### config.mk
export PLATFORM = sky130hd
export DESIGN_NAME = divisor_frecuencia_multi
export DESIGN_NICKNAME = d
export VERILOG_FILES = /design/src/rtl/divisor_frecuencia_multi.sv
export SDC_FILE = /design/constraint.sdc
export NUM_CORES = 1
export LEC_CHECK = 0
export ABC_AREA = 1
export CORE_MARGIN = 8
export CORE_UTILIZATION = 45
export DETAILED_ROUTE_END_ITERATION = 12
export SLEW_MARGIN = 30
export SYNTH_ARGS = -nofsm -noshare
export SYNTH_HDL_FRONTEND = slang
export SYNTH_SLANG_ARGS = --single-unit
### constraint.sdc
create_clock -name clock -period 3.65 [get_ports clock]
set_input_delay 0.5475 -clock clock [delete_from_list [all_inputs] [get_ports clock]]
set_output_delay 0.5475 -clock clock [all_outputs]
set_load 0.02 [all_outputs]
### src/rtl/divisor_frecuencia_multi.sv
// ============================================================================
// Module  : divisor_frecuencia_multi
// Brief   : Multi-channel programmable waveform / tick generator with
//           shadowed period and high-time registers.
// Revision: 1.0 - initial release
// ============================================================================
`default_nettype none

module divisor_frecuencia_multi #(
    parameter int             NCH        = 4,
    parameter int             NBITS      = 20,
    parameter int             PERIOD_RST = 600002,
    parameter int             HIGH_RST   = 300001,
    parameter logic [NCH-1:0] EN_RST     = {NCH{1'b1}}
) (
    input  logic             clock,
    input  logic             reset,
    input  logic [NCH-1:0]   en,
    input  logic             wr_en,
    input  logic [1:0]       wr_sel,
    input  logic [3:0]       wr_ch,
    input  logic [NBITS-1:0] wr_data,
    output logic [NCH-1:0]   salida,
    output logic [NCH-1:0]   tick,
    output logic [NCH-1:0]   busy
);

    localparam logic [1:0]       c_SEL_PER  = 2'd0;
    localparam logic [1:0]       c_SEL_HIGH = 2'd1;
    localparam logic [1:0]       c_SEL_EN   = 2'd2;
    localparam logic [NBITS-1:0] c_P_RST    = NBITS'(PERIOD_RST);
    localparam logic [NBITS-1:0] c_H_RST    = NBITS'(HIGH_RST);

    for (genvar gi = 0; gi < NCH; gi++) begin : g_ch
        logic [NBITS-1:0] r_cnt_q, w_cnt_d;
        logic [NBITS-1:0] r_ps_q,  w_ps_d;
        logic [NBITS-1:0] r_pa_q,  w_pa_d;
        logic [NBITS-1:0] r_hs_q,  w_hs_d;
        logic [NBITS-1:0] r_ha_q,  w_ha_d;
        logic             r_en_q,  w_en_d;
        logic             r_busy_q, w_busy_d;
        logic             r_sal_q, w_sal_d;
        logic             r_tick_q, w_tick_d;
        logic             r_run_q;
        logic             w_hit, w_wr_p, w_wr_h, w_wr_e;
        logic             w_run, w_steady, w_wrap;

        // Channel indices >= NCH never match any generated channel
        assign w_hit    = wr_en & (wr_ch == 4'(gi));
        assign w_wr_p   = w_hit & (wr_sel == c_SEL_PER);
        assign w_wr_h   = w_hit & (wr_sel == c_SEL_HIGH);
        assign w_wr_e   = w_hit & (wr_sel == c_SEL_EN);

        assign w_run    = r_en_q & en[gi] & (r_pa_q >= NBITS'(2));
        assign w_steady = w_run & r_run_q;
        assign w_wrap   = w_steady & (r_cnt_q == (r_pa_q - NBITS'(1)));

        always_comb begin
            w_ps_d   = w_wr_p ? wr_data : r_ps_q;
            w_hs_d   = w_wr_h ? wr_data : r_hs_q;
            w_en_d   = w_wr_e ? wr_data[0] : r_en_q;
            w_pa_d   = r_pa_q;
            w_ha_d   = r_ha_q;
            w_busy_d = r_busy_q | w_wr_p | w_wr_h;
            w_cnt_d  = '0;
            if (!w_steady) begin
                // Idle or start edge: shadow flows straight to active
                w_pa_d   = r_ps_q;
                w_ha_d   = r_hs_q;
                w_busy_d = w_wr_p | w_wr_h;
            end else if (w_wrap) begin
                // Period boundary; a write landing here bypasses the shadow
                w_pa_d   = w_ps_d;
                w_ha_d   = w_hs_d;
                w_busy_d = 1'b0;
            end else begin
                w_cnt_d  = r_cnt_q + NBITS'(1);
            end
            w_tick_d = w_run & (w_cnt_d == '0);
            w_sal_d  = w_run & (w_cnt_d < w_ha_d);
        end

        always_ff @(posedge clock) begin
            if (reset) begin
                r_cnt_q  <= '0;
                r_ps_q   <= c_P_RST;
                r_pa_q   <= c_P_RST;
                r_hs_q   <= c_H_RST;
                r_ha_q   <= c_H_RST;
                r_en_q   <= EN_RST[gi];
                r_busy_q <= 1'b0;
                r_sal_q  <= 1'b0;
                r_tick_q <= 1'b0;
                r_run_q  <= 1'b0;
            end else begin
                r_cnt_q  <= w_cnt_d;
                r_ps_q   <= w_ps_d;
                r_pa_q   <= w_pa_d;
                r_hs_q   <= w_hs_d;
                r_ha_q   <= w_ha_d;
                r_en_q   <= w_en_d;
                r_busy_q <= w_busy_d;
                r_sal_q  <= w_sal_d;
                r_tick_q <= w_tick_d;
                r_run_q  <= w_run;
            end
        end

        assign salida[gi] = r_sal_q;
        assign tick[gi]   = r_tick_q;
        assign busy[gi]   = r_busy_q;
    end

endmodule

`default_nettype wire

==> metrics.md <==
| Metric | Value |
|---|---|
| Outcome | finished, final reports clean |
| Async set-reset flop share out of synthesis | 0 |
| Area of the core | 51300 um2 |
| Leading area contributor after synthesis | dfxtp_1 |
| Vias per inst | about 5.3 |
| First-pass GRT wire length | approximately 120 mm |
| Drc violations | 0 |
| Crit start category | register |
| Vias in the first global route | roughly 21000 |
| Area contributors post-synth | dfxtp_1, nand2_1, nor2_1 |
| Hold Vio Cnt, Final | 0 |
| Avg WL per Cell | approximately 18 um |
| Power Total | 10310 uW |
| Syn Nets | approximately 3500 |
| Clock Latency Late Sink | between 0.5 and 0.6 ns |
| Final setup violation count | 0 |
| EDFF count, synth | 0 |
| Chip Width | approximately 240 um |
| Post-synth cell types | 58 |
| Ys Warns | 0 |
| Initial Utilization | 0.4541 |
| Synth top area share | 0.3609 |
| IO buf count | 44 |
| Worst setup path startpoint | g_ch[0].r_pa_q[5] |
| Area of the mapped netlist | 23300 um2 |
| Tot GR Track Use | 0.2419 |
| Fraction of layout cells with a size suffix above 1 | 0.1455 |
| Largest net degree at the start of global routing | between 100 and 150 |
| Tcrit/Tclk final | 0.9593 |
| Drt pass-1 iters | 5 |
| R2R setup slack | 0.15 ns |
| Crit end category | register |
| Max Cap Viol | 0 |
| Clk buf depth | 3 |
| Type of the worst min-delay path | register to register |
| Area of the multi-input gates | roughly 13000 um2 |
| Dpl cells | between 4000 and 5000 |
| FF-to-FF End | g_ch[0].r_sal_q |
| Minimum clock period after layout | 3.501 ns |
| Syn Inst Count | 3375 |
| Routed Antenna Nets | 0 |
| Total routed wirelength | roughly 75 mm |
| Primary FF master, synth | dfxtp_1 |
| Pwr Density | around 370 nW/um2 |
| H-tree levels | 2 |
| Fillers | slightly above 5000 |
| CTS root buf | clkbuf_16 |
| Die H | 243.5 um |
| DP Wirelength | 54.98 mm |
| Most frequent cell after synthesis | nand2_1 |
| Clk sinks | 420 |
| Placement Cell Area | 25180 um2 |
| Fin Clk Skew | 0.02169 ns |
| Synth-to-layout area growth | 18.98% |
| CTS Buf Count | roughly 50 |
| Crit-path cells | nor2_1, nand2_2, nor2_4, nand2_1, nand2_1, nand2_1, a21oi_1, nand2_1, nor3_4, nand3_4, buf_6, nor2_4, a221oi_4, ha_1, nand4_1, or3_4, nor4b_4, a21oi_1 |
| Sum Neg Setup Slack | 0 ns |
| Worst Path Max Fanout | 6 |
| Antenna violations before repair | 2 |
| Least-Margin Pin Slew | 0.8070 ns |
| Most common cell on crit path | nand2_1 |
| Max Slew Vio Count | 0 |
| Final instance area | 27720 um2 |
| Reg-to-reg critical path startpoint | g_ch[0].r_pa_q[5] |
| Clk slew on worst S/H paths | about 0.060 ns |
| Congestion Overflow GR | 0 |
| Stages on the worst setup path | 18 |
| Placer Congestion | approximately 0.95 |
| Maximum clock frequency | roughly 0.29 GHz |
| Syn avg cell area | just under 7 um2 |
| CP max stage delay | approximately 0.42 ns |
| Crit path to | g_ch[0].r_sal_q |
| Commonest cells in the netlist | nand2_1, nor2_1, dfxtp_1 |
| Peak supply drop | 0.2971 mV |
| CTS tree | yes |
| P_leak | approximately 0.012 uW |
| Worst Path Required | slightly above 4 ns |
| Nets | around 3600 |
| Part of the Yosys area used for sequential elements | 0.3609 |
| # IOs | 45 |
| Sequential Area | ~8400 um2 |
| Critical path's slowest cell | or3_4 |
| Path depth of the worst reg2reg path | 18 |
| Crit-path leading delay family | simple AND/OR/NAND/NOR gates |
| Synthesized flop and latch total | between 400 and 500 |
| Worst Path Class, Setup | register to register |
| Buf+Inv Stages, Crit Path | 1 |
| Relative slew slack | 0.4614 |
| Finished Layout Cells | between 4000 and 5000 |
| Via count | 22533 |
| Die ar. | roughly 59000 um2 |
| Initial drt markers | ~1800 |
| # rows | 83 |
| Critical path arrival | slightly below 4 ns |
## where the power goes
group / switching (uW) / internal (uW) / leakage, uW
sequential: 40.2 / 4630 / 0.00340
combinational: 447 / 225 / 0.00782
clock: 2000 / 2970 / 0.000783
## sequential cells by signal (all words and copies together) (netlist names), 80 cells and up
signal        flops
g_ch.r_cnt_q     80
g_ch.r_ha_q      80
g_ch.r_hs_q      80
g_ch.r_pa_q      80
g_ch.r_ps_q      80
## cell families after synthesis
group,Yosys count,synth area share
compound gates,499,0.1337
fa+ha+maj,88,0.04726
xor+xnor,119,0.04474
buf+inv,485,0.08663
simple gates,1759,0.3246
flops,420,0.3609
mux,5,0.002148
## placed cells by master (no fill, tap or decap), types with 12 or more instances in the layout
master,count
nand2_1,743
nor2_1,563
dfxtp_1,406
inv_1,312
a21oi_1,229
buf_4,170
nand3_1,118
o21ai_0,117
ha_1,83
xor2_1,76
nor3_1,72
nor2_2,63
clkbuf_16,50
nand4_1,49
xnor2_1,43
clkdlybuf4s50_1,43
a221oi_2,33
nor2_4,28
o211ai_1,25
nand3b_1,24
nand2_2,22
o21ai_1,15
inv_2,14
nor4_1,14
o221ai_1,14
or2_0,13
a31oi_1,13
clkbuf_8,13
dfxtp_2,13
or2_2,12
## stage by stage
stage | setup WS, ns | util | hold WS (ns)
2_1_floorplan | 0.4037 | - | 0.4316
3_3_place_gp | 0.005756 | 0.4909 | 0.4455
3_5_place_dp | -0.03175 | 0.4909 | 0.4548
4_1_cts | 0.01650 | 0.5226 | 0.4689
5_1_grt | -0.07048 | 0.5402 | 0.4819
6_report | 0.1486 | 0.5403 | 0.4653
## worst min-delay path by stage
stage | start | end | slack, ns | depth (start not counted)
after floorplan | g_ch[1].r_ha_q[18] | g_ch[1].r_ha_q[18] | 0.43 | 2
after global placement | g_ch[1].r_ha_q[18] | g_ch[1].r_ha_q[18] | 0.45 | 2
after detailed placement | g_ch[3].r_ps_q[10] | g_ch[3].r_pa_q[10] | 0.45 | 2
after CTS | g_ch[1].r_ha_q[6] | g_ch[1].r_ha_q[6] | 0.47 | 2
after global routing | g_ch[1].r_ha_q[5] | g_ch[1].r_ha_q[5] | 0.48 | 2
final | g_ch[1].r_ha_q[5] | g_ch[1].r_ha_q[5] | 0.47 | 2
## per-layer routing
metal / track usage / up-vias / share of wire
met4: 0.1025 / 0 / 0.042
li1: - / 11214 / -
met1: 0.3187 / 10510 / 0.45
met5: 0 / - / 0
met3: 0.03862 / 170 / 0.061
met2: 0.3899 / 639 / 0.45
## tightest hold or removal path, delay by kind of cell, from the launching register on
family	cells	cell delay, ns
DFF	1	0.32
AOI/OAI and AO/OA	1	0.07
and+or+nand+nor	1	0.05
## what timing repair did
| action | in CTS | in global routing |
|---|---|---|
| hold buffers | 0 | 0 |
| buffers inserted | 0 | 26 |
| gates cloned | 0 | 7 |
| pin swaps | 0 | 47 |
| endpoints found under the setup margin | 3 | 4 |
| gates resized for setup | 7 | 180 |
## final cells by class
class,instances,area share
antenna,1,0.00009029
clock buffer,68,0.05115
clock inverter,14,0.006546
inverter,333,0.04573
multi-input combinational,2475,0.4862
sequential,420,0.3041
tap,680,0.03070
timing repair buffer,236,0.07525
timing repair inverter,1,0.0002709
(Power assumes the default switching activity.)
